`src/rtl/lib_write_mod.sv`:
```
// Streams labelled feature vectors into a library RAM: one label word followed by
// n_dim feature words per vector, then a two-word header (vector count, n_dim).
module lib_write_mod #(
  parameter logic [63:0] LABEL_POS = 64'h1111111111111111,
  parameter logic [63:0] LABEL_NEG = 64'h0000000000000000
) (
  input  logic        clk,
  input  logic        rst,
  input  logic        start,
  input  logic [5:0]  n_dim_in,
  input  logic        s_valid,
  input  logic [63:0] s_data,
  input  logic        s_label,
  input  logic        s_last,
  output logic        s_ready,
  output logic [15:0] lib_addr,
  output logic [63:0] lib_data,
  output logic        lib_wren,
  output logic        busy,
  output logic        done,
  output logic [10:0] n_vector,
  output logic        err
);

  localparam int unsigned DATA_W = 64;
  localparam int unsigned ADDR_W = 16;
  localparam int unsigned PTR_W  = 17;
  localparam int unsigned DIM_W  = 6;
  localparam int unsigned CNT_W  = 11;

  localparam logic [PTR_W-1:0] PTR_FIRST = PTR_W'(2);
  localparam logic [PTR_W-1:0] ADDR_MAX  = PTR_W'(16'hFFFF);
  localparam logic [CNT_W-1:0] NVEC_MAX  = CNT_W'(2047);

  typedef enum logic [2:0] {
    IDLE  = 3'd0,
    LABEL = 3'd1,
    FEAT  = 3'd2,
    HDR0  = 3'd3,
    HDR1  = 3'd4,
    DONE  = 3'd5
  } state_t;

  state_t             state_q, state_d;
  logic [PTR_W-1:0]   ptr_q, ptr_d;
  logic [DIM_W-1:0]   n_dim_q, n_dim_d;
  logic [DIM_W-1:0]   feat_q, feat_d;
  logic [CNT_W-1:0]   nvec_d;
  logic               err_d;
  logic               wren_d;
  logic [ADDR_W-1:0]  addr_d;
  logic [DATA_W-1:0]  data_d;
  logic               busy_d;
  logic               done_d;
  logic               fits;

  // The pointer is one bit wider than the address so it cannot wrap past 0xFFFF.
  assign fits = ((ptr_q + PTR_W'(n_dim_q)) <= ADDR_MAX) && (n_vector != NVEC_MAX);

  always_comb begin
    state_d = state_q;
    ptr_d   = ptr_q;
    n_dim_d = n_dim_q;
    feat_d  = feat_q;
    nvec_d  = n_vector;
    err_d   = err;
    wren_d  = 1'b0;
    addr_d  = lib_addr;
    data_d  = lib_data;
    s_ready = 1'b0;

    case (state_q)
      IDLE: begin
        if (start) begin
          state_d = LABEL;
          n_dim_d = n_dim_in;
          nvec_d  = '0;
          err_d   = 1'b0;
          ptr_d   = PTR_FIRST;
          feat_d  = '0;
        end
      end

      LABEL: begin
        if (!fits) begin
          err_d   = 1'b1;
          state_d = HDR0;
        end else begin
          s_ready = 1'b1;
          if (s_valid) begin
            wren_d = 1'b1;
            addr_d = ptr_q[ADDR_W-1:0];
            data_d = s_label ? LABEL_POS : LABEL_NEG;
            ptr_d  = ptr_q + PTR_W'(1);
            feat_d = '0;
            if (n_dim_q == '0) begin
              nvec_d = n_vector + CNT_W'(1);
              if (s_last) state_d = HDR0;
            end else if (s_last) begin
              err_d   = 1'b1;
              state_d = HDR0;
            end else begin
              state_d = FEAT;
            end
          end
        end
      end

      FEAT: begin
        s_ready = 1'b1;
        if (s_valid) begin
          wren_d = 1'b1;
          addr_d = ptr_q[ADDR_W-1:0];
          data_d = s_data;
          ptr_d  = ptr_q + PTR_W'(1);
          if (feat_q == DIM_W'(n_dim_q - DIM_W'(1))) begin
            nvec_d  = n_vector + CNT_W'(1);
            feat_d  = '0;
            state_d = s_last ? HDR0 : LABEL;
          end else begin
            feat_d = feat_q + DIM_W'(1);
            if (s_last) begin
              err_d   = 1'b1;
              state_d = HDR0;
            end
          end
        end
      end

      HDR0: begin
        wren_d  = 1'b1;
        addr_d  = ADDR_W'(0);
        data_d  = DATA_W'(n_vector);
        state_d = HDR1;
      end

      HDR1: begin
        wren_d  = 1'b1;
        addr_d  = ADDR_W'(1);
        data_d  = DATA_W'(n_dim_q);
        state_d = DONE;
      end

      DONE: begin
        state_d = IDLE;
      end

      default: begin
        state_d = IDLE;
      end
    endcase

    busy_d = (state_d == LABEL) || (state_d == FEAT) ||
             (state_d == HDR0)  || (state_d == HDR1);
    done_d = (state_d == DONE);
  end

  always_ff @(posedge clk or posedge rst) begin
    if (rst) begin
      state_q  <= IDLE;
      ptr_q    <= PTR_FIRST;
      n_dim_q  <= '0;
      feat_q   <= '0;
      n_vector <= '0;
      err      <= 1'b0;
      lib_wren <= 1'b0;
      lib_addr <= '0;
      lib_data <= '0;
      busy     <= 1'b0;
      done     <= 1'b0;
    end else begin
      state_q  <= state_d;
      ptr_q    <= ptr_d;
      n_dim_q  <= n_dim_d;
      feat_q   <= feat_d;
      n_vector <= nvec_d;
      err      <= err_d;
      lib_wren <= wren_d;
      lib_addr <= addr_d;
      lib_data <= data_d;
      busy     <= busy_d;
      done     <= done_d;
    end
  end

endmodule

```
`config.mk`:
```
export PLATFORM = sky130hd
export DESIGN_NAME = lib_write_mod
export DESIGN_NICKNAME = d
export VERILOG_FILES = /design/src/rtl/lib_write_mod.sv
export SDC_FILE = /design/constraint.sdc
export NUM_CORES = 1
export LEC_CHECK = 0
export CAP_MARGIN = 15
export CORE_MARGIN = 8
export CORE_UTILIZATION = 45
export DETAILED_ROUTE_END_ITERATION = 10
export PLACE_DENSITY = 0.86
export SYNTH_ARGS = -nofsm -noshare
export SYNTH_HDL_FRONTEND = slang
export SYNTH_SLANG_ARGS = --single-unit
```
`constraint.sdc`:
```
create_clock -name clk -period 11.6 [get_ports clk]
set_clock_uncertainty 0.1 [all_clocks]
set_input_delay 2.32 -clock clk [delete_from_list [all_inputs] [get_ports clk]]
set_output_delay 2.32 -clock clk [all_outputs]
set_load 0.005 [all_outputs]
```
Yosys cells after proc, flatten, opt, wreduce, memory -nomap -nowiden
Index checks and enable logic that the tools add are counted.
- add/subtract/negate cells: 5
- $mul: 0
- divide/modulo/power cells: 0
- order comparisons: 1
- equality and inequality tests: 20
- shift operators: 0
- mux-type cells: 48
- bitwise gates (word level): 0
- reduce and logical (&&, ||, !) cells: 16
- operators by type and width (operator ; count):
    64-bit one-hot mux with 4 select lines ; 1
    64-bit two-way mux ; 3
    11-bit two-way mux ; 6
    16-bit one-hot mux with 4 select lines ; 1
    61-bit two-way mux ; 1
    17-bit two-way mux ; 3
    17-bit one-hot mux with 3 select lines ; 1
    11-bit one-hot mux with 3 select lines ; 1
    16-bit two-way mux ; 2
    6-bit two-way mux ; 5
    3-bit two-way mux ; 7
    6-bit one-hot mux with 3 select lines ; 1
    17-bit by 1-bit adder with 17-bit output, second input constant ; 1
    17-bit by 6-bit adder with 17-bit output ; 1
    17-bit by 16-bit less-or-equal comparator with 1-bit output, second input constant ; 1
    3-bit one-hot mux with 5 select lines ; 1
    2-bit inequality test, second input constant ; 7
    3-bit by 2-bit == test with 1-bit output, second input constant ; 4
    11-bit by 1-bit adder with 11-bit output, second input constant ; 1
    1-bit two-way mux ; 11
    11-bit inequality test, second input constant ; 1
    3-bit == test, second input constant ; 3
    7-bit AND reduction ; 1
    6-bit by 1-bit adder with 6-bit output, second input constant ; 1
    other kinds (19) ; 25
- register bits: 127
- latch bits: 0
- bits in writable memories: 0
- ROM bits: 0
- bits of input ports: 76
- memories: 0

Logic depth before layout (Yosys ltp)
- depth after elaboration: 9
- mapped depth: 12
- gate-level depth less buffers: 10

Worst setup path after synthesis
OpenSTA, ideal clock, no wires.
- path kind: register to output
- start point: register ptr_q[1]
- end point: output s_ready
- arrival time: 2.150 ns
- required time: 9.180 ns
- setup slack: 7.030 ns
- stages on the path, launching flop included: 8
- cells stage by stage: dfstp_2 -> inv_1 -> fa_1 -> nor2b_1 -> o31ai_1 -> a2111oi_4 -> xnor2_1 -> a31o_1
- longest elaborated chain between the ends: 5
- RTL lines (what ; RTL line ; text):
    from (decl) ; 45 ; logic [PTR_W-1:0] ptr_q, ptr_d;
    from (signal assigned) ; 173 ; ptr_q <= ptr_d;
    17-bit by 6-bit adder with 17-bit output ; 58 ; assign fits = ((ptr_q + PTR_W'(n_dim_q)) <= ADDR_MAX) && (n_vector != NVEC_MAX);
    17-bit by 16-bit less-or-equal comparator with 1-bit output ; 58 ;
    1-bit logical AND ; 58 ;
    1-bit two-way mux ; 85 ; if (!fits) begin
    1-bit one-hot mux with 2 select lines ; 72 ; case (state_q)
    to (decl) ; 15 ; output logic s_ready,
Every way passes these cells.

Worst setup path in the final report
- start point: register n_dim_q[0]
- end point: output s_ready
- longest elaborated chain between the ends: 5
- RTL lines (what ; RTL line ; text):
    from (decl) ; 46 ; logic [DIM_W-1:0] n_dim_q, n_dim_d;
    from (signal assigned) ; 174 ; n_dim_q <= n_dim_d;
    17-bit by 6-bit adder with 17-bit output ; 58 ;
    17-bit by 16-bit less-or-equal comparator with 1-bit output ; 58 ;
    1-bit logical AND ; 58 ;
    1-bit two-way mux ; 85 ;
    1-bit one-hot mux with 2 select lines ; 72 ;
Every way passes these cells.

==> flow_metrics.tcl <==
set metrics [dict create \
    fin_crit_ns 5.78 \
    cts.sinks 127 \
    worstHoldPathType "flop to flop" \
    seqPwrFrac_pct 31.7 \
    grt_start_max_net_pins 79 \
    report.final.setup_viol 0 \
    crit_required_ns 9.18 \
    max-vdd-ir-drop_v 0.000117 \
    ys_warn_count 0 \
    grt-ovfl-total 0 \
    ant_nets 0 \
    status "complete, no violations" \
    rsz0062_at_grt "false" \
    yosysTopAreaCell "dfrtp_1" \
    crit_arrival_ns 3.36 \
    die-area_um2 17400 \
    fin_area_um2 8580 \
    gr-usage-met2_pct 33.3 \
    vias_per_cell 5.82 \
    ys.flop_type "dfrtp_1" \
    syn_avg_cell_area_um2 10.1 \
    power_leakage_nw 3.66 \
    worst-slew-pin-transition_ns 1.18 \
    cts-resized-gates 0 \
    nets 842 \
    drc_errors 0 \
    core_area_um2 13200 \
    grt_util_all_layers_pct 21.4 \
    n_antenna_cell 0 \
    ys_ff_latch 127 \
    synth_edf_count 0 \
    drv_cap 0 \
    synth-xor-area-share_pct 2.87 \
    grt_pass1_wl_um 29700 \
    seq_area_frac_synth_pct 52.5 \
    hold_viol 0 \
    grt-busiest-layer "met2" \
    max_stage_delay_ns 0.52 \
    wl_per_cell_um 19.8 \
    dpl_cell_area_um2 7910 \
    antenna_found_initial 0 \
    netlist_area_um2 6060 \
    drv_slew 0 \
    fmax_ghz 0.173 \
    synthMuxAreaShare_pct 2.64 \
    async_flop_share_pct 100 \
    postCtsSetupBuffers 0 \
    routed_wl_um 18700 \
    clk_pin_slew_worst_paths_ns 0.06 \
    grt_use_met1_pct 27.2 \
    cp-start-kind "flop" \
    tns_ns 0 \
    use_met3_pct 7.13 \
    portBuffers 171 \
    final_cell_mix "171 x clkdlybuf4s50_1, 126 x dfrtp_1, 59 x nand2_1" \
    crit_path_max_fanout 6 \
    cts-root-buf "clkbuf_16" \
    row_count 42 \
    io_pins 172 \
    netSwitchingPower_mw 0.771 \
    critical_path_class "flop to output pin" \
    synth.top_cell.area_share_pct 52.0 \
    synthAdderAreaFrac_pct 2.19 \
    yosys.area_share.simple_pct 14.7 \
    power_density_nw_per_um2 252 \
    cts_buffers 17 \
    yosys.cell_types.count 59 \
    dp_cells 913 \
    synth_compound_area_share_pct 21.2 \
    stdcell_count 945 \
    drt_pre_antenna_iters 4 \
    clk_latency_ns 0.42 \
    start_util_pct 45.9 \
    cpMaxStageDelayCell "clkdlybuf4s50_1" \
    hpwl_um 13600 \
    intPower_mw 1.39 \
    grt_pass1_vias 5424 \
    synthTopCellsByArea "dfrtp_1 52%, a22o_1 6.4%, nand3_1 3.7%" \
    htreeDepth 4 \
    syn_nets 685 \
    ctsHoldBuffers 0 \
    p_comb_share_pct 40.6 \
    vias 5504 \
    layout_commonest_cell "clkdlybuf4s50_1" \
    area_growth_pct 41.6 \
    end_kind "output pin" \
    die_w_um 132 \
    drtIter0Drc 392 \
    cts_tree "yes" \
    drive_gt1_share_pct 7.80 \
    max_slew_margin_pct 21.3 \
    worstPathCellList "ha_1, inv_1, fa_1, nor2b_1, o31ai_1, a2111oi_4, xnor2_1, a31o_1, clkdlybuf4s50_1" \
    cts_buffer_depth 2 \
    synth_cells 599 \
    synth_top_family_by_area "compound AO/OA/AOI/OAI gates" \
    gp_congestion 0.911 \
    fin_crit_sh_pct 49.8 \
    die_h_um 132 \
    swShare_pct 35.6 \
    power_frac_clock_pct 27.7 \
]
[state kept, by name, summed over array words and instances, names as in the netlist]
signal    flops
n_vector     11
busy          1
done          1
lib_data     64
ptr_q        17
lib_wren      1
err           1
feat_q        6
lib_addr     16
n_dim_q       6
state_q       3
[critical path: cells and delay by family, from the launching register on]
kind | cells | cell delay (ns)
AOI/OAI and AO/OA | 3 | 0.85
buffers and inverters | 2 | 0.57
xor gates and xnor gates | 1 | 0.41
DFF | 1 | 0.45
adders and majority gates | 2 | 0.55
and+or+nand+nor | 1 | 0.12
[per-layer routing]
metal / up-vias / share of wire (%)
met4: 0 / 2.0
met5: - / 0
met3: 27 / 8.1
met1: 2720 / 43
met2: 258 / 47
li1: 2499 / -
[final cells by class]
class                   count  area [um2]
flip-flops and latches    127        3180
multi-input cells         416        2680
well taps                 176         220
fillers                  1006        4610
repair buffers            180        1780
inverters                  14        55.1
clock buffers              20         467
clock inverters            12         205
[synthesized netlist by cell type, drive strengths merged, types with 2 or more instances]
cell type  instances
a31oi              4
o31ai             12
clkbuf            30
dfrtp            126
ha                 9
xnor2             14
nor4               2
and3               6
nor3               5
and4               3
nand4              5
nor2b              2
buf               12
mux2i             10
nand2             59
or3                8
a21o               4
o21ai             60
xor2               5
inv               14
nand2b             3
a22o              44
o22ai              2
a2111oi            6
o21a               4
a211oi             3
nand3             46
nor2              35
or4                4
o2111ai            2
nand3b             4
a21oi             37
mux2               5
[path summary, 6_finish.rpt]
path	cells after the start	end	slack [ns]	start
worst max-delay path	9	s_ready	5.82	n_dim_q[0]$_DFFE_PP0P_
worst min-delay path	1	lib_addr[0]$_DFFE_PP0P_	0.38	lib_addr[0]$_DFFE_PP0P_
worst max register to register	11	lib_data[4]$_DFFE_PP0P_	7.96	n_dim_q[0]$_DFFE_PP0P_
worst min register to register	1	lib_addr[0]$_DFFE_PP0P_	0.38	lib_addr[0]$_DFFE_PP0P_
max in group asynchronous	3	n_vector[3]$_DFFE_PP0P_	7.79	rst
min in group asynchronous	2	lib_data[16]$_DFFE_PP0P_	2.22	rst
[power by group through the flow]
stage	combinational [mW]	sequential [mW]	clock (mW)
5_1_grt	0.953	0.704	0.627
6_report	0.878	0.686	0.599
2_1_floorplan	0.474	0.677	0
4_1_cts	0.881	0.686	0.606
3_5_place_dp	0.875	0.692	0
3_3_place_gp	0.854	0.682	0
[cells by family (layout without fill, tap and decap cells)]
| kind of cell | count (synthesis) | in the layout |
|---|---|---|
| compound gates | 187 | 187 |
| xor+xnor | 19 | 19 |
| fa+ha+maj | 10 | 10 |
| buf+inv | 56 | 226 |
| flops | 127 | 127 |
| mux | 15 | 15 |
| simple gates | 185 | 185 |
[per-stage QoR]
stage | hold slack, ns | util, % | power (mW) | setup WS, ns
global placement | 0.370 | 60.0 | 1.54 | 6.32
finish | 0.385 | 65.1 | 2.16 | 5.82
CTS | 0.391 | 65.1 | 2.17 | 5.80
floorplan | 0.357 | - | 1.15 | 5.80
detailed placement | 0.378 | 60.0 | 1.57 | 6.28
global route | 0.406 | 65.1 | 2.28 | 5.59
Power figures use the tool's default switching activity.
